### src/rtl/keccak_squeeze_if.sv
// AXI-Stream output bundle of the Keccak squeeze streamer.
// The streamer drives through the master modport; the host output port uses slave.
interface keccak_squeeze_if #(
    parameter int DWIDTH     = 256,
    parameter int KEEP_WIDTH = DWIDTH / 8
);
    logic [DWIDTH-1:0]     tdata;
    logic [KEEP_WIDTH-1:0] tkeep;
    logic                  tvalid;
    logic                  tlast;
    logic                  tready;

    modport master (output tdata, output tkeep, output tvalid, output tlast, input tready);
    modport slave  (input tdata, input tkeep, input tvalid, input tlast, output tready);
endinterface

### src/rtl/keccak_squeeze_streamer.sv
// Squeeze end of the Keccak engine: captures the rate part of each permuted state and streams it as AXI-Stream beats.
// Define KECCAK_SQUEEZE_STATS_EN to add the per-job blocks_squeezed_o counter.
module keccak_squeeze_streamer #(
    parameter int DWIDTH        = 256,
    parameter int KEEP_WIDTH    = DWIDTH / 8,
    parameter int STATE_WIDTH   = 1600,
    parameter int OUT_LEN_WIDTH = 16
) (
    input  logic                     clk,
    input  logic                     rst,
    input  logic                     start_i,
    input  logic [1:0]               mode_i,
    input  logic [OUT_LEN_WIDTH-1:0] out_len_i,
    input  logic [STATE_WIDTH-1:0]   state_i,
    input  logic                     state_valid_i,
    output logic                     perm_req_o,
    output logic                     busy_o,
    output logic                     done_o,
    keccak_squeeze_if.master         m_axis
`ifdef KECCAK_SQUEEZE_STATS_EN
    ,
    output logic [15:0]              blocks_squeezed_o
`endif
);
    localparam int RATE_WIDTH     = 11;
    localparam int MAX_RATE_BYTES = 168;
    localparam int NUM_WORDS      = (MAX_RATE_BYTES + KEEP_WIDTH - 1) / KEEP_WIDTH;
    localparam int BUF_WIDTH      = NUM_WORDS * DWIDTH;

    typedef enum logic [1:0] {
        IDLE,
        WAIT_STATE,
        STREAM,
        REQ_PERM
    } state_e;

    typedef enum logic [1:0] {
        SHA3_256 = 2'd0,
        SHA3_512 = 2'd1,
        SHAKE128 = 2'd2,
        SHAKE256 = 2'd3
    } keccak_mode_e;

    function automatic logic [RATE_WIDTH-1:0] rate_bytes(input logic [1:0] mode);
        case (keccak_mode_e'(mode))
            SHA3_256: rate_bytes = RATE_WIDTH'(136);
            SHA3_512: rate_bytes = RATE_WIDTH'(72);
            SHAKE128: rate_bytes = RATE_WIDTH'(168);
            default:  rate_bytes = RATE_WIDTH'(136);
        endcase
    endfunction

    function automatic logic [OUT_LEN_WIDTH-1:0] job_length(input logic [1:0]               mode,
                                                            input logic [OUT_LEN_WIDTH-1:0] xof_len);
        case (keccak_mode_e'(mode))
            SHA3_256: job_length = OUT_LEN_WIDTH'(32);
            SHA3_512: job_length = OUT_LEN_WIDTH'(64);
            default:  job_length = xof_len;
        endcase
    endfunction

    state_e                              state_q, state_d;
    logic [RATE_WIDTH-1:0]               rate_q, rate_d;
    logic [RATE_WIDTH-1:0]               offset_q, offset_d;
    logic [OUT_LEN_WIDTH-1:0]            remaining_q, remaining_d;
    logic [NUM_WORDS-1:0][DWIDTH-1:0]    buf_q, buf_d;
    logic                                done_q, done_d;

    logic [NUM_WORDS-1:0][DWIDTH-1:0]    capture;
    logic [RATE_WIDTH-1:0]               avail;
    logic [OUT_LEN_WIDTH-1:0]            beat_n;
    logic                                beat_last;
    logic [DWIDTH-1:0]                   window;
    logic [KEEP_WIDTH-1:0]               beat_keep;
    logic [DWIDTH-1:0]                   beat_data;
    logic                                in_stream;
    logic                                accept;

    // State bytes beyond the largest rate never reach the output.
    logic unused_state_hi;
    assign unused_state_hi = ^state_i[STATE_WIDTH-1:BUF_WIDTH];

    // NOTE: every always_comb output gets a default on its first line, so no path can infer a latch.
    always_comb begin
        capture = '0;
        for (int w = 0; w < NUM_WORDS; w++) begin
            for (int b = 0; b < KEEP_WIDTH; b++) begin
                if ((w * KEEP_WIDTH + b) < int'(rate_q)) begin
                    capture[w][8*b +: 8] = state_i[8*(w*KEEP_WIDTH + b) +: 8];
                end
            end
        end
    end

    // Beat size is min(beat width, bytes left in block, bytes left in job);
    // offsets therefore stay word-aligned and the window is a plain word select.
    always_comb begin
        avail  = rate_q - offset_q;
        beat_n = OUT_LEN_WIDTH'(KEEP_WIDTH);
        if (OUT_LEN_WIDTH'(avail) < beat_n) begin
            beat_n = OUT_LEN_WIDTH'(avail);
        end
        if (remaining_q < beat_n) begin
            beat_n = remaining_q;
        end
        beat_last = (beat_n == remaining_q);

        window = '0;
        for (int w = 0; w < NUM_WORDS; w++) begin
            if (offset_q == RATE_WIDTH'(w * KEEP_WIDTH)) begin
                window = buf_q[w];
            end
        end

        beat_keep = '0;
        beat_data = '0;
        for (int b = 0; b < KEEP_WIDTH; b++) begin
            beat_keep[b] = (OUT_LEN_WIDTH'(b) < beat_n);
            if (beat_keep[b]) begin
                beat_data[8*b +: 8] = window[8*b +: 8];
            end
        end
    end

    assign in_stream = (state_q == STREAM);
    assign accept    = in_stream && m_axis.tready;

    always_comb begin
        state_d     = state_q;
        rate_d      = rate_q;
        offset_d    = offset_q;
        remaining_d = remaining_q;
        buf_d       = buf_q;
        done_d      = 1'b0;

        case (state_q)
            IDLE: begin
                if (start_i) begin
                    rate_d      = rate_bytes(mode_i);
                    remaining_d = job_length(mode_i, out_len_i);
                    offset_d    = '0;
                    if (job_length(mode_i, out_len_i) == '0) begin
                        done_d = 1'b1;
                    end else begin
                        state_d = WAIT_STATE;
                    end
                end
            end
            WAIT_STATE: begin
                if (state_valid_i) begin
                    buf_d    = capture;
                    offset_d = '0;
                    state_d  = STREAM;
                end
            end
            STREAM: begin
                if (accept) begin
                    offset_d    = offset_q + RATE_WIDTH'(beat_n);
                    remaining_d = remaining_q - beat_n;
                    if (beat_last) begin
                        state_d = IDLE;
                        done_d  = 1'b1;
                    end else if (offset_q + RATE_WIDTH'(beat_n) == rate_q) begin
                        state_d = REQ_PERM;
                    end
                end
            end
            REQ_PERM: begin
                state_d = WAIT_STATE;
            end
            default: begin
                state_d = IDLE;
            end
        endcase
    end

    // NOTE: the rate buffer is reset along with the control state so a reset clears every output byte.
    always_ff @(posedge clk or posedge rst) begin
        if (rst) begin
            state_q     <= IDLE;
            rate_q      <= '0;
            offset_q    <= '0;
            remaining_q <= '0;
            buf_q       <= '0;
            done_q      <= 1'b0;
        end else begin
            state_q     <= state_d;
            rate_q      <= rate_d;
            offset_q    <= offset_d;
            remaining_q <= remaining_d;
            buf_q       <= buf_d;
            done_q      <= done_d;
        end
    end

    assign m_axis.tvalid = in_stream;
    assign m_axis.tdata  = in_stream ? beat_data : '0;
    assign m_axis.tkeep  = in_stream ? beat_keep : '0;
    assign m_axis.tlast  = in_stream && beat_last;
    assign perm_req_o    = (state_q == REQ_PERM);
    assign busy_o        = (state_q != IDLE);
    assign done_o        = done_q;

`ifdef KECCAK_SQUEEZE_STATS_EN
    logic [15:0] blocks_q, blocks_d;

    always_comb begin
        blocks_d = blocks_q;
        if (state_q == IDLE && start_i) begin
            blocks_d = '0;
        end else if (state_q == WAIT_STATE && state_valid_i && blocks_q != 16'hFFFF) begin
            blocks_d = blocks_q + 16'd1;
        end
    end

    always_ff @(posedge clk or posedge rst) begin
        if (rst) begin
            blocks_q <= '0;
        end else begin
            blocks_q <= blocks_d;
        end
    end

    assign blocks_squeezed_o = blocks_q;
`endif

endmodule

### src/flat_wrapper.sv
// flat-port wrapper written by rule: the top's interface ports become plain ports
module keccak_squeeze_streamer_flat 
#(
    parameter int DWIDTH        = 256,
    parameter int KEEP_WIDTH    = DWIDTH / 8,
    parameter int STATE_WIDTH   = 1600,
    parameter int OUT_LEN_WIDTH = 16
)
  (clk, rst, start_i, mode_i, out_len_i, state_i, state_valid_i, perm_req_o, busy_o, done_o, m_axis_tdata, m_axis_tkeep, m_axis_tvalid, m_axis_tlast, m_axis_tready);
  keccak_squeeze_if #(.DWIDTH(DWIDTH), .KEEP_WIDTH(KEEP_WIDTH)) m_axis_i ();
  input  logic clk;
  input  logic rst;
  input  logic start_i;
  input  logic [1:0] mode_i;
  input  logic [OUT_LEN_WIDTH-1:0] out_len_i;
  input  logic [STATE_WIDTH-1:0] state_i;
  input  logic state_valid_i;
  output logic perm_req_o;
  output logic busy_o;
  output logic done_o;
  output wire logic [$bits(m_axis_i.tdata)-1:0] m_axis_tdata;
  output wire logic [$bits(m_axis_i.tkeep)-1:0] m_axis_tkeep;
  output wire logic [$bits(m_axis_i.tvalid)-1:0] m_axis_tvalid;
  output wire logic [$bits(m_axis_i.tlast)-1:0] m_axis_tlast;
  input wire logic [$bits(m_axis_i.tready)-1:0] m_axis_tready;
  assign m_axis_tdata = m_axis_i.tdata;
  assign m_axis_tkeep = m_axis_i.tkeep;
  assign m_axis_tvalid = m_axis_i.tvalid;
  assign m_axis_tlast = m_axis_i.tlast;
  assign m_axis_i.tready = m_axis_tready;
  keccak_squeeze_streamer #(.DWIDTH(DWIDTH), .KEEP_WIDTH(KEEP_WIDTH), .STATE_WIDTH(STATE_WIDTH), .OUT_LEN_WIDTH(OUT_LEN_WIDTH)) u_core (.clk(clk), .rst(rst), .start_i(start_i), .mode_i(mode_i), .out_len_i(out_len_i), .state_i(state_i), .state_valid_i(state_valid_i), .perm_req_o(perm_req_o), .busy_o(busy_o), .done_o(done_o), .m_axis(m_axis_i));
endmodule
### config.mk
export PLATFORM = sky130hd
export DESIGN_NAME = keccak_squeeze_streamer_flat
export DESIGN_NICKNAME = d
export VERILOG_FILES = /design/src/rtl/keccak_squeeze_if.sv /design/src/rtl/keccak_squeeze_streamer.sv /design/src/flat_wrapper.sv
export SDC_FILE = /design/constraint.sdc
export NUM_CORES = 2
export LEC_CHECK = 0
export ABC_AREA = 1
export BUFFER_PORTS_ARGS = -buffer_cell sky130_fd_sc_hd__buf_2
export CORE_AREA = 3 3 745 747
export CTS_BUF_LIST = sky130_fd_sc_hd__clkbuf_8
export DETAILED_ROUTE_END_ITERATION = 16
export DIE_AREA = 0 0 748 750
export PLACE_DENSITY = 0.3
export SYNTH_ARGS = -nofsm -noshare
export SYNTH_HDL_FRONTEND = slang
export SYNTH_SLANG_ARGS = --single-unit
### constraint.sdc
create_clock -name clk -period 56.3 [get_ports clk]
set_input_delay 2.815 -clock clk [delete_from_list [all_inputs] [get_ports clk]]
set_output_delay 2.815 -clock clk [all_outputs]
set_load 0.02 [all_outputs]
# After elaboration in Yosys (flattened, before gate mapping)
# Cells that the tools add are included.
dict set report op_classes {
  n_eq_ne 17
  n_reduce_logical 14
  add_sub_neg 3
  magnitude_cmp 226
  n_mux 256
}
# op n
set ops {}
lappend ops {{$mux W256} 7}
lappend ops {{$mux W8} 224}
lappend ops {{$lt A7 B11 Y1 const A} 64}
lappend ops {{$lt A8 B11 Y1 const A} 64}
lappend ops {{$lt A6 B11 Y1 const A} 32}
lappend ops {{$lt A5 B16 Y1 const A} 16}
lappend ops {{$lt A5 B11 Y1 const A} 16}
lappend ops {{$lt A4 B16 Y1 const A} 8}
lappend ops {{$lt A4 B11 Y1 const A} 8}
lappend ops {{$lt A3 B16 Y1 const A} 4}
lappend ops {{$mux W16} 4}
lappend ops {{$pmux W16 S2} 2}
lappend ops {{$lt A3 B11 Y1 const A} 4}
lappend ops {{$mux W11} 4}
lappend ops {{$pmux W11 S3} 1}
lappend ops {{$lt A1 B16 Y1 const A} 2}
lappend ops {{$lt A2 B16 Y1 const A} 2}
lappend ops {{$mux W32} 1}
lappend ops {{$eq A11 B7 Y1 const B} 2}
lappend ops {{$eq A11 B8 Y1 const B} 2}
lappend ops {{$lt A1 B11 Y1 const A} 2}
lappend ops {{$lt A2 B11 Y1 const A} 2}
lappend ops {{$eq A16 B16 Y1} 1}
lappend ops {{$logic_not A16 Y1} 1}
lappend ops {{25 further kinds} 43}
dict set report word_totals {
  in_bits 1623
  output_inout_bits 293
  wordCells 527
  regBits 1577
}

# Depth between registers and ports, before layout
dict set report depth {
  depth_word 11
  ltp_mapped 44
  mapped_depth_nobuf 43
}

# Worst setup path before layout
# Ideal clock, no wire load.
dict set report synth_path {
  path_kind {register to output}
  from {register u_core.offset_q[7]}
  to {output m_axis_tlast}
  stages_incl_launch_ff 32
  required_time_ps 53485
  path_slack_ps 49674
  n_path_buf 1
  t_arrival_ps 3811
  path_cell_list {dfrtp_1 -> inv_1 -> ha_1 -> nand2_1 -> nand2_1 -> nor2_1 -> nand2_1 -> nand2_1 -> nand2_1 -> inv_1 -> nand2_1 -> nor2_2 -> nand2_1 -> nor3_1 -> inv_1 -> ha_1 -> nand2_1 -> inv_1 -> nand2_1 -> nand2_1 -> nand2_1 -> nand2_1 -> nand2_2 -> nand2_4 -> buf_6 -> nor2_1 -> inv_1 -> ha_1 -> nand2_1 -> nor4_1 -> nand3_1 -> nor2_1}
}
dict set report synth_between {
  elab_chain_len 7
}
# item line
set synth_lines {}
lappend synth_lines {{start, declared} keccak_squeeze_streamer.sv:64} ;# logic [RATE_WIDTH-1:0] offset_q, offset_d;
lappend synth_lines {{start signal, assigned} keccak_squeeze_streamer.sv:189} ;# offset_q <= offset_d;
lappend synth_lines {{$sub A11 B11 Y11 *} keccak_squeeze_streamer.sv:98} ;# avail = rate_q - offset_q;
lappend synth_lines {{$lt A11 B6 Y1} keccak_squeeze_streamer.sv:100} ;# if (OUT_LEN_WIDTH'(avail) < beat_n) begin
lappend synth_lines {{$mux W11 *} keccak_squeeze_streamer.sv:100}
lappend synth_lines {{$lt A16 B11 Y1} keccak_squeeze_streamer.sv:103} ;# if (remaining_q < beat_n) begin
lappend synth_lines {{$mux W16 *} keccak_squeeze_streamer.sv:103}
lappend synth_lines {{$eq A16 B16 Y1 *} keccak_squeeze_streamer.sv:106} ;# beat_last = (beat_n == remaining_q);
lappend synth_lines {{$logic_and A1 B1 Y1 *} keccak_squeeze_streamer.sv:199} ;# assign m_axis.tlast = in_stream && beat_last;
lappend synth_lines {{end, declared} flat_wrapper.sv:24} ;# output wire logic [$bits(m_axis_i.tlast)-1:0] m_axis_tlast;
# Every way passes the cells marked *; elsewhere a longest branch is shown, timed or not.

# Final worst setup path
dict set report layout_path {
  from {register u_core.rate_q[7]}
  to {output m_axis_tdata[152]}
}
dict set report layout_between {
  elab_chain_len 8
}
# item line
set layout_lines {}
lappend layout_lines {{start, declared} keccak_squeeze_streamer.sv:63} ;# logic [RATE_WIDTH-1:0] rate_q, rate_d;
lappend layout_lines {{start signal, assigned} keccak_squeeze_streamer.sv:188} ;# rate_q <= rate_d;
lappend layout_lines {{$sub A11 B11 Y11 *} keccak_squeeze_streamer.sv:98}
lappend layout_lines {{$lt A11 B6 Y1} keccak_squeeze_streamer.sv:100}
lappend layout_lines {{$mux W11 *} keccak_squeeze_streamer.sv:100}
lappend layout_lines {{$lt A16 B11 Y1} keccak_squeeze_streamer.sv:103}
lappend layout_lines {{$mux W16 *} keccak_squeeze_streamer.sv:103}
lappend layout_lines {{$lt A5 B16 Y1 *} keccak_squeeze_streamer.sv:118} ;# beat_keep[b] = (OUT_LEN_WIDTH'(b) < beat_n);
lappend layout_lines {{$mux W8 *} keccak_squeeze_streamer.sv:119} ;# if (beat_keep[b]) begin
lappend layout_lines {{$mux W256 *} keccak_squeeze_streamer.sv:197} ;# assign m_axis.tdata = in_stream ? beat_data : '0;
lappend layout_lines {{end, declared} flat_wrapper.sv:21} ;# output wire logic [$bits(m_axis_i.tdata)-1:0] m_axis_tdata;
# Marks and branches as above.

==> flow_summary.ini <==
[status]
status = completed

[timing]
number_of_failing_setup_endpoints_in_the_final_timing_report = 0
clock_skew_ps = 99.5
tns_ps = 0
max_slew_margin_pct = 14.4
maxSlewViolCount = 0
rsz0062_at_grt = no
final_critical_path_setup_slack_ps = 46410
finalWorstPathRequiredPeriod_ps = 9890
fmax_mhz = 101
finalHoldViolations = 0
actual_transition_at_the_worst_max_transition_pin_ps = 1280
final_min_period_over_clock_period_pct = 17.6

[placement]
hpwl_um = 432000
dpl_worst_slack_ps = 47230
globalplace.congestion = 0.826
port_buffers = 1851

[clock_tree]
tritoncts = done
clock_sinks = 1570
htree_num_levels = 5
max-clock-path-buffers = 4
clk_pin_slew_worst_paths_ps = 50
worstSkewPairLatency_ps = 1120
cts_hold_buf = 0
numCtsBuffers = 350
cts_resized = 0
cts_root_buf = sky130_fd_sc_hd__clkbuf_8
post_cts_buffers = 0

[min_path]
worstHoldEndpoint = u_core.buf_q[1325]$_DFFE_PP0P_
hold_path_startpoint = u_core.buf_q[1325]$_DFFE_PP0P_
min-delay-path-class = reg2reg
min_path_cells = 2

[floorplanning]
placementRows = 272
die_height_um = 750
dieArea_mm2 = 0.561
floorplan.initialDensity_pct = 13.6
fp.dieW_um = 748
floorplan.core_area_mm2 = 0.549
pin_count = 1916

[critical_path]
cp_launch_type = flop
rr_endpoint = u_core.state_q[1]$_DFFE_PP0P_
worst_r2r_startpoint = u_core.rate_q[7]$_DFFE_PP0P_
criticalPathCategory = reg2out
critical-path-top-cell-by-count = sky130_fd_sc_hd__nand2_1
maximum_net_fanout_on_the_critical_path = 16
setup.reg_to_reg.worst_slack_ps = 49690
crit_start = u_core.rate_q[7]$_DFFE_PP0P_
critical-path-max-stage-delay_ps = 740
crit_buf_inv = 5
critical_path_end_type = output pin
timing.critical_path.required_ps = 53490
rr_worst_depth = 42
worst_path_dominant_cell_family = simple AND/OR/NAND/NOR gates
crit_arrival_ps = 7080
cp_slowest_cell = sky130_fd_sc_hd__dfrtp_4

[grt]
global_route.usage.total_pct = 19.6
grt_first_pass_wirelength_um = 752000
grt-ovfl-total = 0
antenna_violations_before_repair = 527
maximum_number_of_pins_on_one_net_before_global_route_repair = 181
via_count_of_the_first_global_routing_pass = 78500

[synth]
ys_seq_elements = 1570
synth_top_cell_by_area = sky130_fd_sc_hd__dfrtp_1
yosysWarningCount = 0
synthCells = 9343
synth.yosys.seq_area_share_pct = 52.6
area_share_of_the_largest_cell_type_after_synthesis_pct = 52.6
synth.distinct_cells = 53
post_synth_main_area_contributors = sky130_fd_sc_hd__dfrtp_1 53%, sky130_fd_sc_hd__nand2_1 14%, sky130_fd_sc_hd__o21ai_0 8.6%, sky130_fd_sc_hd__nand3_1 5.7%, sky130_fd_sc_hd__inv_1 3.5%
avgSynthCellArea_um2 = 8.00
syn-cell-area_mm2 = 0.0747

[final_layout]
final_net_count = 12700
most-common-layout-cells = 2805 x sky130_fd_sc_hd__nand2_1, 1851 x sky130_fd_sc_hd__buf_2, 1569 x sky130_fd_sc_hd__dfrtp_1, 1279 x sky130_fd_sc_hd__o21ai_0, 854 x sky130_fd_sc_hd__nand3_1
area_delta_synth_final_pct = 33.6
post_route_cells_drive_above_1_share_pct = 23.2
commonest_non_fill_non_tap_cell_in_the_layout = sky130_fd_sc_hd__nand2_1

[pwr]
power-per-cell-area_mw_per_mm2 = 59.9
seqPwrFrac_pct = 31.8
switchingPower_mw = 2.94
p_int_mw = 3.05
combinationalPowerShare_pct = 45.5
power_switching_share_pct = 49.1
worst_ir_drop_vdd_mv = 0.0398
leakagePower_nw = 48.5
clock_power_share_pct = 22.7

[detailed_routing]
detail_route_antenna_nets = 0
detailedRoute.firstPassIterationCount = 5
detailed_route_wire_length_um = 573000
vias_per_cell = 4.15
drtIter0Drc = 6426
drt-wirelength-per-cell_um = 30.6
dr_total_vias = 77900
route.detailed.drc = 0

[run]
maxCapViolations = 0
-- registers in the layout (all words and copies together) (netlist names) --
name                cells
u_core.state_q          2
u_core.remaining_q     16
u_core.done_o           1
u_core.offset_q        11
u_core.rate_q           4
u_core.buf_q         1536
-- cells in the mapped netlist, drive strengths merged --
| master | instances |
|---|---|
| nand2 | 2837 |
| dfrtp | 1570 |
| o21ai | 1289 |
| nand3 | 859 |
| inv | 705 |
| clkbuf | 649 |
| nor2 | 439 |
| a21oi | 211 |
| o221ai | 143 |
| a221oi | 136 |
| o22ai | 132 |
| buf | 75 |
| o2111ai | 75 |
| ha | 41 |
| o211ai | 41 |
| nand4 | 39 |
| a22oi | 19 |
| xor2 | 19 |
| nor3 | 11 |
| o311ai | 10 |
| o21a | 6 |
| a211oi | 4 |
| clkinv | 4 |
| o21bai | 4 |
| xnor2 | 4 |
| a21o | 3 |
| or2 | 3 |
| a31oi | 2 |
| fa | 2 |
| nand3b | 2 |
| nor4 | 2 |
| a2111oi | 1 |
| a21boi | 1 |
| a22o | 1 |
| and3 | 1 |
| conb | 1 |
| nor3b | 1 |
| or4 | 1 |
-- worst max path at each step --
| stage | end | depth (start not counted) | slack, ps |
|---|---|---|---|
| 2_1_floorplan | u_core.buf_q[0]$_DFFE_PP0P_ | 1 | 9190 |
| 3_3_place_gp | m_axis_tdata[73] | 30 | 47290 |
| 3_5_place_dp | m_axis_tdata[82] | 30 | 47230 |
| 4_1_cts | m_axis_tdata[82] | 30 | 45960 |
| 5_1_grt | m_axis_tdata[85] | 30 | 45740 |
| 6_report | m_axis_tdata[152] | 30 | 46410 |
-- cells by family (layout without fill, tap and decap cells) --
family | after synthesis | after routing | share of synthesized area (%)
adders and majority gates | 43 | 43 | 0.740
AOI/OAI and AO/OA | 2078 | 2078 | 16.3
buffers and inverters | 1433 | 3373 | 7.27
DFF | 1570 | 1570 | 52.6
other | 1 | 205 | 0.00502
and+or+nand+nor | 4195 | 4195 | 22.8
xor gates and xnor gates | 23 | 23 | 0.270
-- cell type report --
class,count,area [um2]
fill,63000,449000
sequential,1570,39300
multi-input combinational,6344,30300
timing repair buffer,2050,10900
tap,7261,9080
clock buffer,417,5740
inverter,709,2720
clock inverter,197,1230
antenna,200,500
-- metrics by stage --
step / utilization (%) / area [um2] / std cells / total power, mW / hold WS, ps
CTS: 18.1 / 99300 / 18500 / 6.12 / 476
global route: 18.1 / 99500 / 18600 / 6.41 / 487
global placement: 16.8 / 92400 / 17900 / 4.71 / 458
finish: 18.2 / 99800 / 18700 / 5.98 / 472
detailed placement: 16.8 / 92400 / 17900 / 4.71 / 460
floorplan: - / 74800 / 9347 / 3.27 / 444
-- worst min-delay path, stage by stage (launching register included) --
cell,delay (ps)
sky130_fd_sc_hd__dfrtp_1,330
sky130_fd_sc_hd__nand2_1,50
sky130_fd_sc_hd__nand2_1,50
-- power by group through the flow --
| stage | sequential (mW) | combinational [mW] | clock (mW) |
|---|---|---|---|
| CTS | 1.90 | 2.81 | 1.42 |
| detailed placement | 1.91 | 2.80 | 0 |
| finish | 1.90 | 2.72 | 1.36 |
| floorplan | 1.83 | 1.43 | 0 |
| global placement | 1.91 | 2.80 | 0 |
| global route | 1.95 | 3.00 | 1.46 |
-- per-layer routing --
layer	routed length (um)	global-route usage (%)	vias to the layer above
met2	253000	30.7	3099
met4	15700	4.86	270
met5	1820	0	-
li1	-	-	34700
met3	45800	5.76	1056
met1	257000	26.4	38800
Note: power is estimated with default switching activity, not from simulation.
